===== config.mk =====
export PLATFORM = sky130hd
export DESIGN_NAME = serial_parity_tx
export DESIGN_NICKNAME = d
export VERILOG_FILES = /design/src/rtl/serial_parity_tx.sv
export SDC_FILE = /design/constraint.sdc
export NUM_CORES = 1
export LEC_CHECK = 0
export BUFFER_PORTS_ARGS = -buffer_cell sky130_fd_sc_hd__buf_4
export CORE_UTILIZATION = 52
export CTS_BUF_LIST = sky130_fd_sc_hd__clkbuf_4 sky130_fd_sc_hd__clkbuf_8 sky130_fd_sc_hd__clkbuf_16
export DETAILED_ROUTE_END_ITERATION = 10
export PLACE_DENSITY = 0.81
export SLEW_MARGIN = 25
export SYNTH_ARGS = -nofsm -noshare
export SYNTH_HDL_FRONTEND = slang
export SYNTH_SLANG_ARGS = --single-unit

===== constraint.sdc =====
create_clock -name clk -period 1.7 [get_ports clk]
set_clock_uncertainty 0.05 [all_clocks]
set_input_delay 0.34 -clock clk [delete_from_list [all_inputs] [get_ports clk]]
set_output_delay 0.34 -clock clk [all_outputs]
set_load 0.03 [all_outputs]

===== src/rtl/serial_parity_tx.sv =====
// serial_parity_tx: LSB-first serial frame transmitter with a trailing parity bit; `define PARITY_INJ_EN adds inj_err to force a bad parity bit.
module serial_parity_tx #(
  parameter int DATA_W     = 8,
  parameter bit ODD_PARITY = 1'b0
) (
  input  logic              clk,
  input  logic              rst,
`ifdef PARITY_INJ_EN
  input  logic              inj_err,
`endif
  input  logic [DATA_W-1:0] in_data,
  input  logic              in_valid,
  output logic              in_ready,
  output logic              out,
  output logic              out_valid,
  output logic              last,
  output logic [1:0]        state
);
  typedef enum logic [1:0] {IDLE = 2'd0, DATA = 2'd1, PARITY = 2'd2} state_e;
  localparam int CW = $clog2(DATA_W) + 1;
  localparam logic [CW-1:0] LAST_BIT = CW'(DATA_W - 1);
  state_e            state_q;
  logic [DATA_W-1:0] shift_q;
  logic [CW-1:0]     cnt_q;
  logic              par_q, out_q, out_valid_q, last_q;
  logic              accept, par_d;
  assign in_ready  = state_q != DATA;
  assign accept    = in_valid & in_ready;
`ifdef PARITY_INJ_EN
  assign par_d     = ^in_data ^ ODD_PARITY ^ inj_err;
`else
  assign par_d     = ^in_data ^ ODD_PARITY;
`endif
  assign out       = out_q;
  assign out_valid = out_valid_q;
  assign last      = last_q;
  assign state     = state_q;
  // Frame sequencer: capture word and its parity on accept, shift data bits, then emit parity.
  always_ff @(posedge clk or negedge rst) begin
    if (!rst) begin
      state_q     <= IDLE;
      shift_q     <= '0;
      cnt_q       <= '0;
      par_q       <= 1'b0;
      out_q       <= 1'b0;
      out_valid_q <= 1'b0;
      last_q      <= 1'b0;
    end else if (accept) begin
      state_q     <= DATA;
      shift_q     <= in_data >> 1;
      cnt_q       <= '0;
      par_q       <= par_d;
      out_q       <= in_data[0];
      out_valid_q <= 1'b1;
      last_q      <= 1'b0;
    end else if (state_q == DATA) begin
      if (cnt_q == LAST_BIT) begin
        state_q <= PARITY;
        out_q   <= par_q;
        last_q  <= 1'b1;
      end else begin
        cnt_q   <= cnt_q + 1'b1;
        out_q   <= shift_q[0];
        shift_q <= shift_q >> 1;
      end
    end else begin
      state_q     <= IDLE;
      out_q       <= 1'b0;
      out_valid_q <= 1'b0;
      last_q      <= 1'b0;
    end
  end
endmodule


==> Implementation_results.wiki <==
{| class="wikitable"
! Metric !! Value
|-
| Relative slew margins || between 70% and 80%
|-
| Clock tree root buffer cell || sky130_fd_sc_hd__clkbuf_4
|-
| Synth Cell Area || ~850 um^2
|-
| Critical path, cell by cell || nor2b_4 -> buf_12 -> inv_8 -> buf_4
|-
| Maximum vdd ir drop || between 0.9 and 1 mV
|-
| Die outline area || around 1800 um^2
|-
| Seq pwr share || between 30% and 40%
|-
| Power Internal || approximately 1.1 mW
|-
| Per-cell routed wire length || between 10 and 15 um
|-
| Final-stage net count || between 100 and 150
|-
| Unrepaired setup endpoints after global routing || false
|-
| Deepest clock path buffer count || 2
|-
| Yosys Warn Count || 0
|-
| Ports placed on the boundary || 17
|-
| Detailed-placement wirelength estimate || between 1000 and 1500 um
|-
| Power per cell area || around 1900 nW/um^2
|-
| Via count || about 570
|-
| Initial antenna violation count || 0
|-
| Wire length of the first global-routing pass || between 2000 and 2500 um
|-
| Combinational share of power || between 50% and 60%
|-
| Number of H-tree branching levels || 1
|-
| Depth of the worst register-to-register path || 4
|-
| Post-synthesis sequential element count || 16
|-
| Number of different library cells in the post-synthesis netlist || 24
|-
| Post-Syn Nets || just under 90
|-
| Iter 0 DRT Violations || 8
|-
| Setup Viol. Count Final || 0
|-
| Switching component of the power || about 800 uW
|-
| Sw Share || ~41%
|-
| Post-route DRC violation count || 0
|-
| Clock slew seen by the registers of the worst setup and hold paths || ~0.10 ns
|-
| Depth of the worst hold-timing path || 2
|-
| CTS buffer count || 3
|-
| Initial core utilization || a little under three fifths
|-
| Slowest stage cell on the critical path || sky130_fd_sc_hd__dfrtp_1
|-
| Post-route fraction of the period consumed by the critical path || approximately 90%
|-
| Number of buffer cells added on primary ports || 16
|-
| Leakage power total || about 0.53 nW
|-
| Power after layout || between 1.5 and 2 mW
|-
| Number of pins with negative max-slew slack in the final report || 0
|-
| Pin count of the biggest net entering global routing || 17
|-
| Summed negative setup slack over all endpoints || 0 ns
|-
| Gr usage total || about a fifth
|-
| Avg Cell Area, Syn || about 11 um^2
|-
| Standard-cell row count || 14
|-
| Clock power frac || 12.9%
|-
| CTS tree || built
|-
| Clock latency on the worst-skew pair || 0.28 ns
|-
| Number of global-route vias before repair || around 550
|-
| Result of the run || complete, no violations
|-
| Maximum clock rate || 0.638 GHz
|-
| WL final || roughly 1500 um
|-
| CP Data Required Time || 1.31 ns
|-
| Worst Hold Slack || 0.253 ns
|-
| # resized after CTS || 0
|-
| Diode insertion count for antenna repair || 0
|-
| Critical path startpoint category || flop
|-
| Synthesized instance count || 75
|-
| Worst setup path category || reg -> out
|-
| Summed area of non-filler cells in the final layout || between 1000 and 1500 um^2
|-
| Count of max-cap constraint violations || 0
|-
| Worst hold-check path type || in -> reg
|-
| Final Hold Fails || 0
|-
| Endpoint type of the worst setup path || primary output
|-
| Seq/Total Area, Yosys || between 40% and 50%
|-
| Die W || 42.5 um
|-
| Worst hold endpoint || cnt_q[3]$_DFFE_PN0P_
|-
| Largest stage delay, worst path || roughly 0.43 ns
|-
| Slew @ Worst Pin || roughly 0.37 ns
|-
| Maximum fanout count along the critical path || 7
|-
| Reg2Reg Launch Point || cnt_q[0]$_DFFE_PN0P_
|-
| Min-Delay Startpoint || in_valid
|-
| Min cycle time layout || 1.57 ns
|-
| Total congestion overflow || 0
|-
| Global placement routability congestion || 0.772
|-
| Post-layout util || around 66%
|-
| Routed via count divided by cell count || around 5.2
|-
| Post-DP Area || between 900 and 1000 um^2
|-
| Growth of design area from synthesis to finish || 18.2%
|-
| Detailed-routing iteration count for the pre-antenna-repair pass || 2
|-
| Area inside the core boundary || 1520 um^2
|-
| Filler Cells Inserted || 120
|-
| Clock Sink Count || 16
|-
| RR Endpoint || shift_q[0]$_DFFE_PN0P_
|-
| Share of post-route cells with drive strength above 1 || between 20 and 30%
|-
| Worst R2R Setup Slack || ~0.18 ns
|-
| Number of routed nets with antenna violations || 0
|-
| Vert. Die Dim || approximately 42 um
|-
| Worst path arrival time || 1.18 ns
|}
==> Yosys cell counts <==
cell type	n	share of area, %
sky130_fd_sc_hd__buf_12	2	4.7
sky130_fd_sc_hd__nor2_1	3	1.3
sky130_fd_sc_hd__mux2i_4	1	2.6
sky130_fd_sc_hd__ha_1	1	1.5
sky130_fd_sc_hd__and3_1	1	0.73
sky130_fd_sc_hd__nand2_4	1	1.3
sky130_fd_sc_hd__nand3b_4	1	2.3
sky130_fd_sc_hd__o21ai_0	4	2.3
sky130_fd_sc_hd__mux2i_1	7	8.2
sky130_fd_sc_hd__o21ai_2	1	1.0
sky130_fd_sc_hd__o21ai_1	3	1.8
sky130_fd_sc_hd__buf_6	1	1.3
sky130_fd_sc_hd__xor2_1	1	1.0
sky130_fd_sc_hd__nand4_1	1	0.73
sky130_fd_sc_hd__a21oi_1	3	1.8
sky130_fd_sc_hd__inv_8	1	1.3
sky130_fd_sc_hd__buf_4	1	0.88
sky130_fd_sc_hd__nand2_1	12	5.3
sky130_fd_sc_hd__inv_1	1	0.44
sky130_fd_sc_hd__a32o_1	1	1.2
sky130_fd_sc_hd__dfrtp_1	16	47
sky130_fd_sc_hd__xnor2_1	7	7.2
sky130_fd_sc_hd__nand3_1	4	2.3
sky130_fd_sc_hd__nor2b_4	1	1.6
==> cell usage in the layout, fill, tap and decap left out, types with 3 or more instances in the layout <==
cell type / count
sky130_fd_sc_hd__nor2_1: 3
sky130_fd_sc_hd__xnor2_1: 7
sky130_fd_sc_hd__nand2_1: 12
sky130_fd_sc_hd__clkbuf_4: 3
sky130_fd_sc_hd__mux2i_1: 7
sky130_fd_sc_hd__nand3_1: 4
sky130_fd_sc_hd__a21oi_1: 3
sky130_fd_sc_hd__o21ai_1: 3
sky130_fd_sc_hd__buf_4: 17
sky130_fd_sc_hd__o21ai_0: 4
sky130_fd_sc_hd__dfrtp_1: 16
==> metal layers <==
layer	share of wire (%)	routed length [um]	track usage (%)
met5	0	0	0
met4	0	0	5.63
met3	2.5	37	2.59
met2	53	765	32.0
met1	45	653	24.9
==> cell families after synthesis <==
logic type	count (synthesis)	share of synthesized area [%]
fa+ha+maj	1	1.47
xor+xnor	8	8.22
buf+inv	6	8.66
compound gates	12	8.08
simple gates	24	15.7
flops	16	47.0
mux	8	10.9
==> what timing repair did <==
| item | CTS | global route |
|---|---|---|
| hold endpoints to repair | 16 | 0 |
| buffers inserted | 0 | 2 |
| setup endpoints to repair | 0 | 1 |
| hold buffers | 1 | 0 |
==> state kept, by name, indices dropped and copies added (netlist names) <==
name       cells
last           1
state          1
out            1
shift_q        7
cnt_q          4
par_q          1
out_valid      1
==> stage by stage <==
stage               cells  worst slack [ns]
floorplan              75             0.203
detailed placement    103             0.153
global route          110            0.0346
global placement      103             0.234
finish                110             0.133
CTS                   108            0.0295
==> worst max-delay path: cells and delay by family, from the launching register on <==
kind / cells / cell delay (ns)
flops: 1 / 0.43
buf+inv: 3 / 0.31
simple gates: 1 / 0.15
==> power groups by stage <==
stage | Combinational [mW] | Clock [mW] | Sequential [mW]
2_1_floorplan | 0.774 | 0 | 0.716
3_3_place_gp | 0.901 | 0 | 0.655
3_5_place_dp | 0.928 | 0 | 0.669
4_1_cts | 0.934 | 0.255 | 0.660
5_1_grt | 1.11 | 0.269 | 0.675
6_report | 1.01 | 0.249 | 0.659
==> worst max-delay path by stage <==
stage | from | endpoint | slack [ns] | cells past startpoint
final | last$_DFFE_PN0P_ | in_ready | 0.13 | 4
after global routing | cnt_q[0]$_DFFE_PN0P_ | shift_q[0]$_DFFE_PN0P_ | 0.03 | 4
after CTS | last$_DFFE_PN0P_ | in_ready | 0.03 | 3
after detailed placement | last$_DFFE_PN0P_ | shift_q[0]$_DFFE_PN0P_ | 0.15 | 3
after global placement | last$_DFFE_PN0P_ | shift_q[0]$_DFFE_PN0P_ | 0.23 | 3
after floorplan | state[0]$_DFFE_PN0P_ | shift_q[2]$_DFFE_PN0P_ | 0.20 | 7
==> final cells by class <==
cell class	count	area [um^2]	share of cell area (%)
Sequential cell	16	400	39.8
Multi-Input combinational cell	53	378	37.5
Timing Repair Buffer	19	158	15.7
Clock buffer	4	36.3	3.60
Tap cell	16	20.0	1.99
Inverter	2	15.0	1.49
(Power assumes the default switching activity.)
